<file path="config.mk">
export PLATFORM = sky130hd
export DESIGN_NAME = dmem_port_arbiter
export DESIGN_NICKNAME = d
export VERILOG_FILES = /design/src/rtl/dmem_port_arbiter.sv
export SDC_FILE = /design/constraint.sdc
export NUM_CORES = 1
export LEC_CHECK = 0
export ABC_AREA = 1
export CORE_ASPECT_RATIO = 1.4
export CORE_MARGIN = 2
export CORE_UTILIZATION = 30
export DETAILED_ROUTE_END_ITERATION = 12
export GPL_TIMING_DRIVEN = 0
export PLACE_DENSITY = 0.7
export SLEW_MARGIN = 20
export SYNTH_ARGS = -nofsm -noshare
export SYNTH_HDL_FRONTEND = slang
export SYNTH_SLANG_ARGS = --single-unit
</file>
<file path="constraint.sdc">
create_clock -name clk -period 3.05 [get_ports clk]
set_clock_uncertainty 0.2 [all_clocks]
set_input_delay 0.305 -clock clk [delete_from_list [all_inputs] [get_ports clk]]
set_output_delay 0.305 -clock clk [all_outputs]
set_load 0.05 [all_outputs]
</file>
<file path="src/rtl/dmem_port_arbiter.sv">
// Arbitrates the load path and the committed-store path onto a single data-memory port.
// Requests are issued as one-cycle mask pulses; the port is held until dmem_resp returns.
module dmem_port_arbiter #(
  parameter int STARVE_LIMIT = 4,
  parameter int TAG_W        = 5
) (
  input  logic             clk,
  input  logic             rst,
  input  logic             flush,
  input  logic             ld_valid,
  output logic             ld_ready,
  input  logic [31:0]      ld_addr,
  input  logic [3:0]       ld_rmask,
  input  logic [TAG_W-1:0] ld_tag,
  output logic             ld_resp_valid,
  output logic [31:0]      ld_resp_rdata,
  output logic [TAG_W-1:0] ld_resp_tag,
  input  logic             st_valid,
  output logic             st_ready,
  input  logic [31:0]      st_addr,
  input  logic [3:0]       st_wmask,
  input  logic [31:0]      st_wdata,
  output logic             st_resp_valid,
  output logic [31:0]      dmem_addr,
  output logic [3:0]       dmem_rmask,
  output logic [3:0]       dmem_wmask,
  output logic [31:0]      dmem_wdata,
  input  logic [31:0]      dmem_rdata,
  input  logic             dmem_resp,
  output logic             busy
);

  localparam int CNT_W = $clog2(STARVE_LIMIT + 1);

  typedef enum logic [1:0] {IDLE, LOAD_WAIT, STORE_WAIT} state_t;

  state_t           r_state;
  logic             r_first;
  logic             r_kill;
  logic [CNT_W-1:0] r_starve_cnt;
  logic [31:0]      r_addr;
  logic [3:0]       r_rmask;
  logic [3:0]       r_wmask;
  logic [31:0]      r_wdata;
  logic [TAG_W-1:0] r_tag;

  logic w_idle;
  logic w_starved;
  logic w_ld_pick;
  logic w_ld_grant;
  logic w_st_grant;
  logic w_resp;

  always_comb begin
    w_idle     = (r_state == IDLE) && !rst;
    w_starved  = (r_starve_cnt == CNT_W'(STARVE_LIMIT));
    // A flushed load is never grantable, so a waiting store wins even when starved.
    w_ld_pick  = ld_valid && !flush && (!st_valid || w_starved);
    w_ld_grant = w_idle && w_ld_pick;
    w_st_grant = w_idle && st_valid && !w_ld_pick;
    // Responses during the pulse cycle or while idle are strays.
    w_resp     = dmem_resp && !rst && !r_first && (r_state != IDLE);
  end

  assign ld_ready      = w_ld_grant;
  assign st_ready      = w_st_grant;
  assign ld_resp_valid = w_resp && (r_state == LOAD_WAIT) && !r_kill && !flush;
  assign ld_resp_rdata = ld_resp_valid ? dmem_rdata : 32'h0;
  assign ld_resp_tag   = r_tag;
  assign st_resp_valid = w_resp && (r_state == STORE_WAIT);
  assign dmem_addr     = r_addr;
  assign dmem_rmask    = r_rmask;
  assign dmem_wmask    = r_wmask;
  assign dmem_wdata    = r_wdata;
  assign busy          = (r_state != IDLE);

  always_ff @(posedge clk) begin
    if (rst) begin
      r_state      <= IDLE;
      r_first      <= 1'b0;
      r_kill       <= 1'b0;
      r_starve_cnt <= '0;
      r_addr       <= 32'h0;
      r_rmask      <= 4'h0;
      r_wmask      <= 4'h0;
      r_wdata      <= 32'h0;
      r_tag        <= '0;
    end else begin
      r_first <= 1'b0;
      r_rmask <= 4'h0;
      r_wmask <= 4'h0;
      case (r_state)
        IDLE: begin
          if (w_ld_grant) begin
            r_state      <= LOAD_WAIT;
            r_first      <= 1'b1;
            r_addr       <= ld_addr & ~32'h3;
            r_rmask      <= ld_rmask;
            r_tag        <= ld_tag;
            r_starve_cnt <= '0;
          end else if (w_st_grant) begin
            r_state <= STORE_WAIT;
            r_first <= 1'b1;
            r_addr  <= st_addr & ~32'h3;
            r_wmask <= st_wmask;
            r_wdata <= st_wdata;
            if (ld_valid && !flush && !w_starved)
              r_starve_cnt <= r_starve_cnt + CNT_W'(1);
            else if (!ld_valid)
              r_starve_cnt <= '0;
          end else if (!ld_valid) begin
            r_starve_cnt <= '0;
          end
        end
        LOAD_WAIT: begin
          if (flush) r_kill <= 1'b1;
          if (w_resp) begin
            r_state <= IDLE;
            r_kill  <= 1'b0;
          end
        end
        STORE_WAIT: begin
          if (w_resp) r_state <= IDLE;
        end
        default: r_state <= IDLE;
      endcase
    end
  end

endmodule

</file>
==> results.cfg <==
[critical_path]
path_cells = inv_1 -> ha_1 -> inv_4 -> nand4_1 -> nor3_4 -> inv_1 -> buf_2 -> nor2_2 -> buf_4
slowest_stage = dfxtp_1
critPathBufInv = 5
worst-setup-path-type = flip-flop to output pin
slowest_delay_ns = 0.37
crit_path_frequent_cell = inv_1
start_kind = flip-flop
crit_fanout = 10
endpoint_kind = output pin
critPathTopFamily = buffers and inverters
reg2reg_setup_slack_ns = 0.82
critical_path_required_ns = 2.54
worstPathArrival_ns = 2.34

[synth]
ys_warn_count = 0
synth_edf_count = 0
synth_area_um2 = 3540
yosys-top-cells-count = nand2_1, nor2_1, dfxtp_1, inv_1, nand3_1
synthTopCellsByArea = dfxtp_1, nand2_1, nor2_1
async_reset_ff_frac = 0
ys_seq_elements = 82
synthCells = 510
yosysTopAreaCell = dfxtp_1
synth_top_flop_cell = dfxtp_1
yosysTopAreaCellShare = 0.464
yosysMostFrequentCell = nand2_1
yosysUniqueCellTypes = 22
yosysSeqAreaShare = 0.464
synth_area_per_cell_um2 = 6.94

[global_route]
grt_overflow = 0
grt_pass1_vias = 4070
grt_use_total = 0.209
grt_pass1_wl_um = 20500
grt_start_max_net_pins = 15
antenna_found_initial = 0

[drt]
viasPerCell = 4.56
vias = 4206
drtIter0Drc = 118
ant_nets = 0
drtPass1Iterations = 4
drt_wl_total_um = 13700
avgRoutedWirePerCell_um = 14.9
drc_errors = 0

[floorplanning]
initial_utilization = 0.311
std_cell_rows = 46
coreArea_um2 = 11400
die_area_um2 = 12700
io_pins = 261
die_w_um = 95.8
die_h_um = 133

[pwr]
finalPower_mw = 3.57
p_leak_nw = 2.78
p_per_area_nw_per_um2 = 551
irDropWorstVdd_uv = 331

[timing]
relSlewSlack = 0.593
max_freq_mhz = 351
min_period_ns = 2.85
rsz0062_at_grt = false
hold_viol_final = 0
worst_pin_slew_ns = 0.608
slew_viol_final = 0
period_share = 0.934
setup_viol = 0
timing.hold.ws_ns = 0.0842

[final_layout]
fillCellCount = 1105
postLayoutCellArea_um2 = 6490
nets = 927
layoutNonFillerInstCount = 923
drive_above_1_share = 0.137
antenna_cells = 0
syn_to_final_growth_pct = 83.2

[clock_network]
numClockSinks = 82
cts_buffers = 9
cts-root-buf = clkbuf_16
cts_buffer_depth = 2
hold_buffers = 0
h-tree-depth = 3
insertion_delay_ns = 0.33
cts.clk_slew.worst_paths_ns = 0.06
tritoncts = done

[min_path]
hold_class = input pin to flip-flop

[place]
post-dp-hpwl_um = 11200
place_area_um2 = 6340
dpl.cell_count = 908
portBuffers = 253
place_congestion = 0.835

[flow_run]
max_cap_violations = 0

[run_status]
status = finished clean
==> logic make-up after synthesis <==
kind of cell / after synthesis / share of synthesized area
compound gates: 67 / 0.108
buf+inv: 92 / 0.108
flops: 82 / 0.464
simple gates: 263 / 0.301
other cells: 1 / 0.00106
fa+ha+maj: 5 / 0.0177
==> power breakdown <==
group	switching [mW]	total (mW)	internal (mW)	leakage, nW
clock network	0.433	1.07	0.632	0.138
logic	0.769	1.25	0.479	1.97
registers	0.0660	1.26	1.19	0.671
total	1.27	3.57	2.30	2.78
==> worst paths after layout <==
check | cells after the start | end | from
worst min register to register | 2 | ld_resp_tag[2]$_SDFFE_PP0P_ | ld_resp_tag[2]$_SDFFE_PP0P_
worst min-delay path | 2 | dmem_addr[21]$_SDFFE_PP0P_ | rst
worst max register to register | 10 | dmem_wdata[10]$_SDFFE_PP0P_ | r_state[0]$_SDFFE_PP0P_
worst max-delay path | 9 | ld_resp_rdata[9] | r_state[0]$_SDFFE_PP0P_
==> area by class of cell <==
type	count	area, um^2	area share
plain buffers	31	155	0.0239
clock buffers	9	225	0.0347
clock inverters	6	67.6	0.0104
inverters	61	231	0.0357
multi-input cells	337	1610	0.247
flip-flops and latches	82	1640	0.253
well taps	144	180	0.0278
repair buffers	253	2380	0.367
==> worst register-to-register path, stage by stage (launching register included) <==
cell and delay, ns:
dfxtp_1 0.37, inv_1 0.09, ha_1 0.29, inv_4 0.14, nor2_4 0.05, nand2_2 0.14
inv_2 0.06, nand2_2 0.19, clkbuf_1 0.36, o21ai_0 0.17, nor2_1 0.12
==> routing by layer <==
metal  global-route usage  vias up  share of wire
li1                     -     2122              -
met1                0.191     1882           0.33
met2                0.405      184           0.53
met3               0.0797       18           0.11
met4               0.0675        0          0.022
met5                    0        -              0
==> through the flow <==
| step | setup TNS (ns) | util | worst slack (ns) |
|---|---|---|---|
| final | 0 | 0.569 | 0.202 |
| after detailed placement | -0.432 | 0.557 | -0.0954 |
| after floorplan | 0 | - | 0.112 |
| after global placement | -0.107 | 0.557 | -0.0440 |
| after global routing | 0 | 0.569 | 0.0263 |
| after CTS | 0 | 0.585 | 0.00132 |
==> flip-flops by register name, summed over array words and instances, names as in the netlist <==
| register | count |
|---|---|
| dmem_rmask | 4 |
| ld_resp_tag | 5 |
| dmem_addr | 30 |
| r_kill | 1 |
| r_first | 1 |
| dmem_wdata | 32 |
| dmem_wmask | 4 |
| r_starve_cnt | 3 |
| r_state | 2 |
==> layout by cell type, fill, tap and decap left out, types with 9 or more instances in the layout <==
cell             instances
inv_1                   58
nor2_2                  30
nor2_1                  78
o21ai_0                 29
clkbuf_16                9
buf_2                   40
clkdlybuf4s50_1        218
a31oi_1                 30
dfxtp_1                 82
nand2_1                113
nand3_1                 32
clkbuf_1                12
==> timing repair <==
action | CTS | global route
setup buffers | 0 | 0
setup endpoints to repair | 34 | 34
cloned | 0 | 0
gates resized for setup | 96 | 68
endpoints found under the hold margin | 0 | 0
(Power assumes the default switching activity.)
==> variant 1, RTL diff (same settings) <==
Change the parameter `TAG_W` from 5 to 10.
--- a/src/rtl/dmem_port_arbiter.sv
+++ b/src/rtl/dmem_port_arbiter.sv
@@ -2,7 +2,7 @@
 // Requests are issued as one-cycle mask pulses; the port is held until dmem_resp returns.
 module dmem_port_arbiter #(
   parameter int STARVE_LIMIT = 4,
-  parameter int TAG_W        = 5
+  parameter int TAG_W        = 10
 ) (
   input  logic             clk,
   input  logic             rst,
Interface: changed (resized ld_resp_tag and ld_tag); port bits go from 261 to 271. No check against the original RTL was run, so the function may have changed too.
==> variant 1 against the unedited design <==
Sequential cell count up 5. Synthesized area rose by 5.3%. Cell count rose by 3.3%. Maximum frequency is 1.8% lower. Design area rose by 4.0%. Routed wire length is 3.1% higher. Setup slack lost 0.052 ns. Sequential share of layout area rose by 0.52 points. Critical path depth unchanged. Total power grew 7.4%. Combinational power is 4% higher. Clock power is 13% higher. Hold slack worse by 0.082 ns. Largest cell class unchanged.
==> variant 1: results (changes against the unedited design) <==
[worst_setup_path]
max_stage_delay_ns=0.39  ; +0.02 ns
path_max_fanout=10  ; unchanged
arrival_ns=2.39  ; +0.05 ns
cpMaxStageDelayCell=clkdlybuf4s15_2

[power_and_ir_drop]
p_leak_nw=2.86  ; +2.7%
irDropWorstVdd_v=0.000455  ; +37%
pwr-share-seq_pct=34.6  ; -0.6 points
p_switching_mw=1.34  ; +5.9%
switching_share_pct=35.0  ; -0.48 points

[placed_design]
dp_hpwl_um=11100  ; -1.0%
place_inst=937  ; +3.2%
gp_congestion=0.866  ; +3.8%
port_buffers=263  ; +4.0%

[grt]
use_met1_pct=21.1  ; +2.0 points
use_met2_pct=39.6  ; -0.87 points
grt_pass1_vias=4316  ; +6.0%
grt_pass1_wl_um=21700  ; +5.8%
grt_use_met3_pct=4.32  ; -3.7 points
grt_max_degree=17  ; +2

[detailed_routing]
num_vias=4395  ; +4.5%
wl_met1_um=5300  ; +17%
wl_um=14200  ; +3.1%
drt_iter0_drc=110  ; -6.8%
viasPerCell=4.61  ; +1.2%
wl_met3_um=974  ; -38%

[status]
outcome=complete, no violations

[synthesis]
synth_cells=523  ; +2.5%
seq_area_frac_synth_pct=46.7  ; +0.35 points
synth.distinct_cells=27  ; +23%
synth_fa_ha_area_share_pct=1.68  ; -0.089 points
synth_compound_area_share_pct=10.8  ; about the same
yosys-top-cells-count=111 x nand2_1, 108 x nor2_1, 87 x dfxtp_1, 52 x inv_1, 40 x nand3_1
ys_top_cells_by_area=dfxtp_1 47%, nand2_1 11%, nor2_1 11%

[cells_and_area]
drive_gt1_share_pct=10.3  ; -3.4 points
fillers=1188  ; +7.5%
area.sequential_um2=1740  ; +6.1%

[sta]
relSlewSlack_pct=62.1  ; +2.8 points

[clock_tree]
cts-resized-gates=45  ; -53%

[variant 1: cell type report]
cell class | count | area share, %
inverters | 57 | 3.19
repair buffers | 263 | 36.9
clock inverters | 7 | 1.52
flip-flops and latches | 87 | 25.8
clock buffers | 9 | 3.34
multi-input cells | 347 | 23.5
well taps | 150 | 2.78
plain buffers | 33 | 2.95
[variant 1: worst paths after layout]
check                         startpoint                           to  slack (ns)  cells after the start
min                                  rst   dmem_addr[26]$_SDFFE_PP0P_       0.002                      2
max              r_state[0]$_SDFFE_PP0P_             ld_resp_rdata[8]        0.15                      9
max reg2reg      r_state[0]$_SDFFE_PP0P_  dmem_wdata[29]$_SDFFE_PP0P_        0.94                     10
min reg2reg  ld_resp_tag[3]$_SDFFE_PP0P_  ld_resp_tag[3]$_SDFFE_PP0P_        0.27                      2
[variant 1: kinds of logic after synthesis]
logic type / Yosys count
simple gates: 268
buf+inv: 90
flops: 87
compound gates: 72
fa+ha+maj: 5
other cells: 1
==> variant 2, RTL diff (config.mk and constraints unchanged) <==
Without the edit above. The 3 states of `state_t` get a one-hot encoding in 3 bits.
--- a/src/rtl/dmem_port_arbiter.sv
+++ b/src/rtl/dmem_port_arbiter.sv
@@ -32,7 +32,7 @@
 
   localparam int CNT_W = $clog2(STARVE_LIMIT + 1);
 
-  typedef enum logic [1:0] {IDLE, LOAD_WAIT, STORE_WAIT} state_t;
+  typedef enum logic [2:0] {IDLE = 3'b001, LOAD_WAIT = 3'b010, STORE_WAIT = 3'b100} state_t;
 
   state_t           r_state;
   logic             r_first;
Behaviour: same outputs for any inputs over 4 cycles, from zero or initial values and one cycle with rst high; so few cycles prove little.
==> variant 2 against the unedited design <==
Die area increased by 9.8%. Hold slack got worse by 0.052 ns. Critical endpoint is now st_ready. Setup slack got worse by 0.084 ns. Maximum frequency decreased by 2.9%. Sequential cell count increased by 1. Design area increased by 8.0%. Synthesized area increased by 10%. Routed wire length decreased by 5.7%. Total power decreased by 2.2%.
==> variant 2: results (changes against the unedited design) <==
[sta]
relSlewSlack_pct=62.3  ; +3.0 points

[detailed_routing]
drtPass1Iterations=4  ; unchanged
wl_um=12900  ; -5.7%
wl_per_cell_um=13.2  ; -11%
drt_iter0_drc=139  ; +18%
viasPerCell=4.30  ; -5.6%

[placed_design]
dp_hpwl_um=9900  ; -12%
gp_congestion=0.794  ; -4.9%
place_inst=963  ; +6.1%
placed_area_um2=6630  ; +4.5%
dp_worst_setup_slack_ns=0.00502  ; +0.100 ns
port_buffers=253  ; unchanged

[synthesis]
syn_avg_cell_area_um2=7.01  ; +1.0%
synth.distinct_cells=28  ; +27%
synthArstFlopShare_pct=0  ; unchanged
synth_ff_type=dfxtp_1
yosysWarnings=0  ; unchanged
ys_top_cells_by_area=dfxtp_1 43%, nor2_1 10%, nand2_1 8.1%
seq_area_frac_synth_pct=42.6  ; -3.8 points
yosys-top-cells-count=105 x nor2_1, 84 x nand2_1, 83 x dfxtp_1, 80 x inv_1, 52 x o21ai_0

[clock_tree]
clk_pin_slew_ns=0.07
clkLatencyLatePin_ns=0.34
cts-buffers-inserted=9  ; unchanged
htreeDepth=3  ; unchanged
clockBufferDepth=2  ; unchanged
root_buffer=clkbuf_16

[worst_setup_path]
path_max_fanout=10  ; unchanged
max_stage_delay_ns=0.80  ; +0.43 ns
arrival_ns=2.43  ; +0.09 ns
cpMaxStageDelayCell=clkdlybuf4s50_1

[power_and_ir_drop]
irDropWorstVdd_v=0.000338  ; +2.1%
p_leak_nw=3.47  ; +25%

[cells_and_area]
largest_reg_flops=32  ; unchanged
antenna-diode-count=0  ; unchanged
fillers=1216  ; +10%
fin_nets=970  ; +4.6%
drive_gt1_share_pct=6.78  ; -7.0 points

[hold_path]
hold_path.class=in -> reg

[grt]
grt_usage_pct=18.1  ; -2.8 points
antenna_found_initial=0  ; unchanged
grt_pass1_vias=4006  ; -1.6%
grt_pass1_wl_um=20200  ; -1.7%
grt_max_degree=16  ; +1

[status]
outcome=complete, no violations

-- variant 2: logic make-up (layout without fill, tap and decap cells) --
| family | Yosys count | count (layout) | share of synthesized area [%] |
|---|---|---|---|
| other | 1 | 2 | 0.0962 |
| and+or+nand+nor | 249 | 249 | 28.9 |
| DFF | 83 | 83 | 42.6 |
| adders and majority gates | 2 | 2 | 0.642 |
| buffers and inverters | 118 | 387 | 14.2 |
| AOI/OAI and AO/OA | 103 | 103 | 13.6 |
-- variant 2: power breakdown --
part,internal (mW),leakage [nW],switching [mW]
logic,0.457,2.64,0.667
clock network,0.664,0.146,0.467
registers,1.19,0.679,0.0517
-- variant 2: critical path: cells and delay by family (launching register included) --
family,cells,cell delay [ns]
buffers and inverters,3,1.06
and+or+nand+nor,4,0.66
DFF,1,0.36
-- variant 2: layer usage --
layer / wire length (um) / part of all wire (%) / up-vias / global-route usage, %
met5: 0 / 0 / - / 0
met4: 312 / 2.4 / 0 / 6.42
met3: 849 / 6.6 / 20 / 4.23
met2: 6700 / 52 / 148 / 32.3
met1: 5080 / 39 / 1822 / 20.8
li1: - / - / 2223 / -
-- variant 2: what timing repair did --
item	CTS	global route
setup endpoints to repair	0	26
gates resized for setup	0	26
buffers inserted	0	0
-- variant 2: layout make-up --
| cell class | instances | area (um2) | area share (%) |
|---|---|---|---|
| Clock inverter | 6 | 71.3 | 1.02 |
| Clock buffer | 10 | 239 | 3.41 |
| Sequential cell | 83 | 1660 | 23.7 |
| Inverter | 86 | 325 | 4.65 |
| Multi-Input combinational cell | 356 | 1690 | 24.1 |
| Buffer | 32 | 229 | 3.27 |
| Timing Repair Buffer | 253 | 2600 | 37.1 |
| Tap cell | 153 | 191 | 2.73 |
-- variant 2: final timing paths --
| path | from | to | slack [ns] | cells past startpoint |
|---|---|---|---|---|
| worst min register to register | r_kill$_SDFFE_PP0P_ | r_kill$_SDFFE_PP0P_ | 0.25 | 2 |
| worst max-delay path | r_state[1]$_SDFFE_PP0P_ | st_ready | 0.12 | 7 |
| worst min-delay path | rst | dmem_addr[23]$_SDFFE_PP0P_ | 0.03 | 2 |
| worst max register to register | r_starve_cnt[0]$_SDFFE_PP0N_ | dmem_addr[5]$_SDFFE_PP0P_ | 1.06 | 9 |
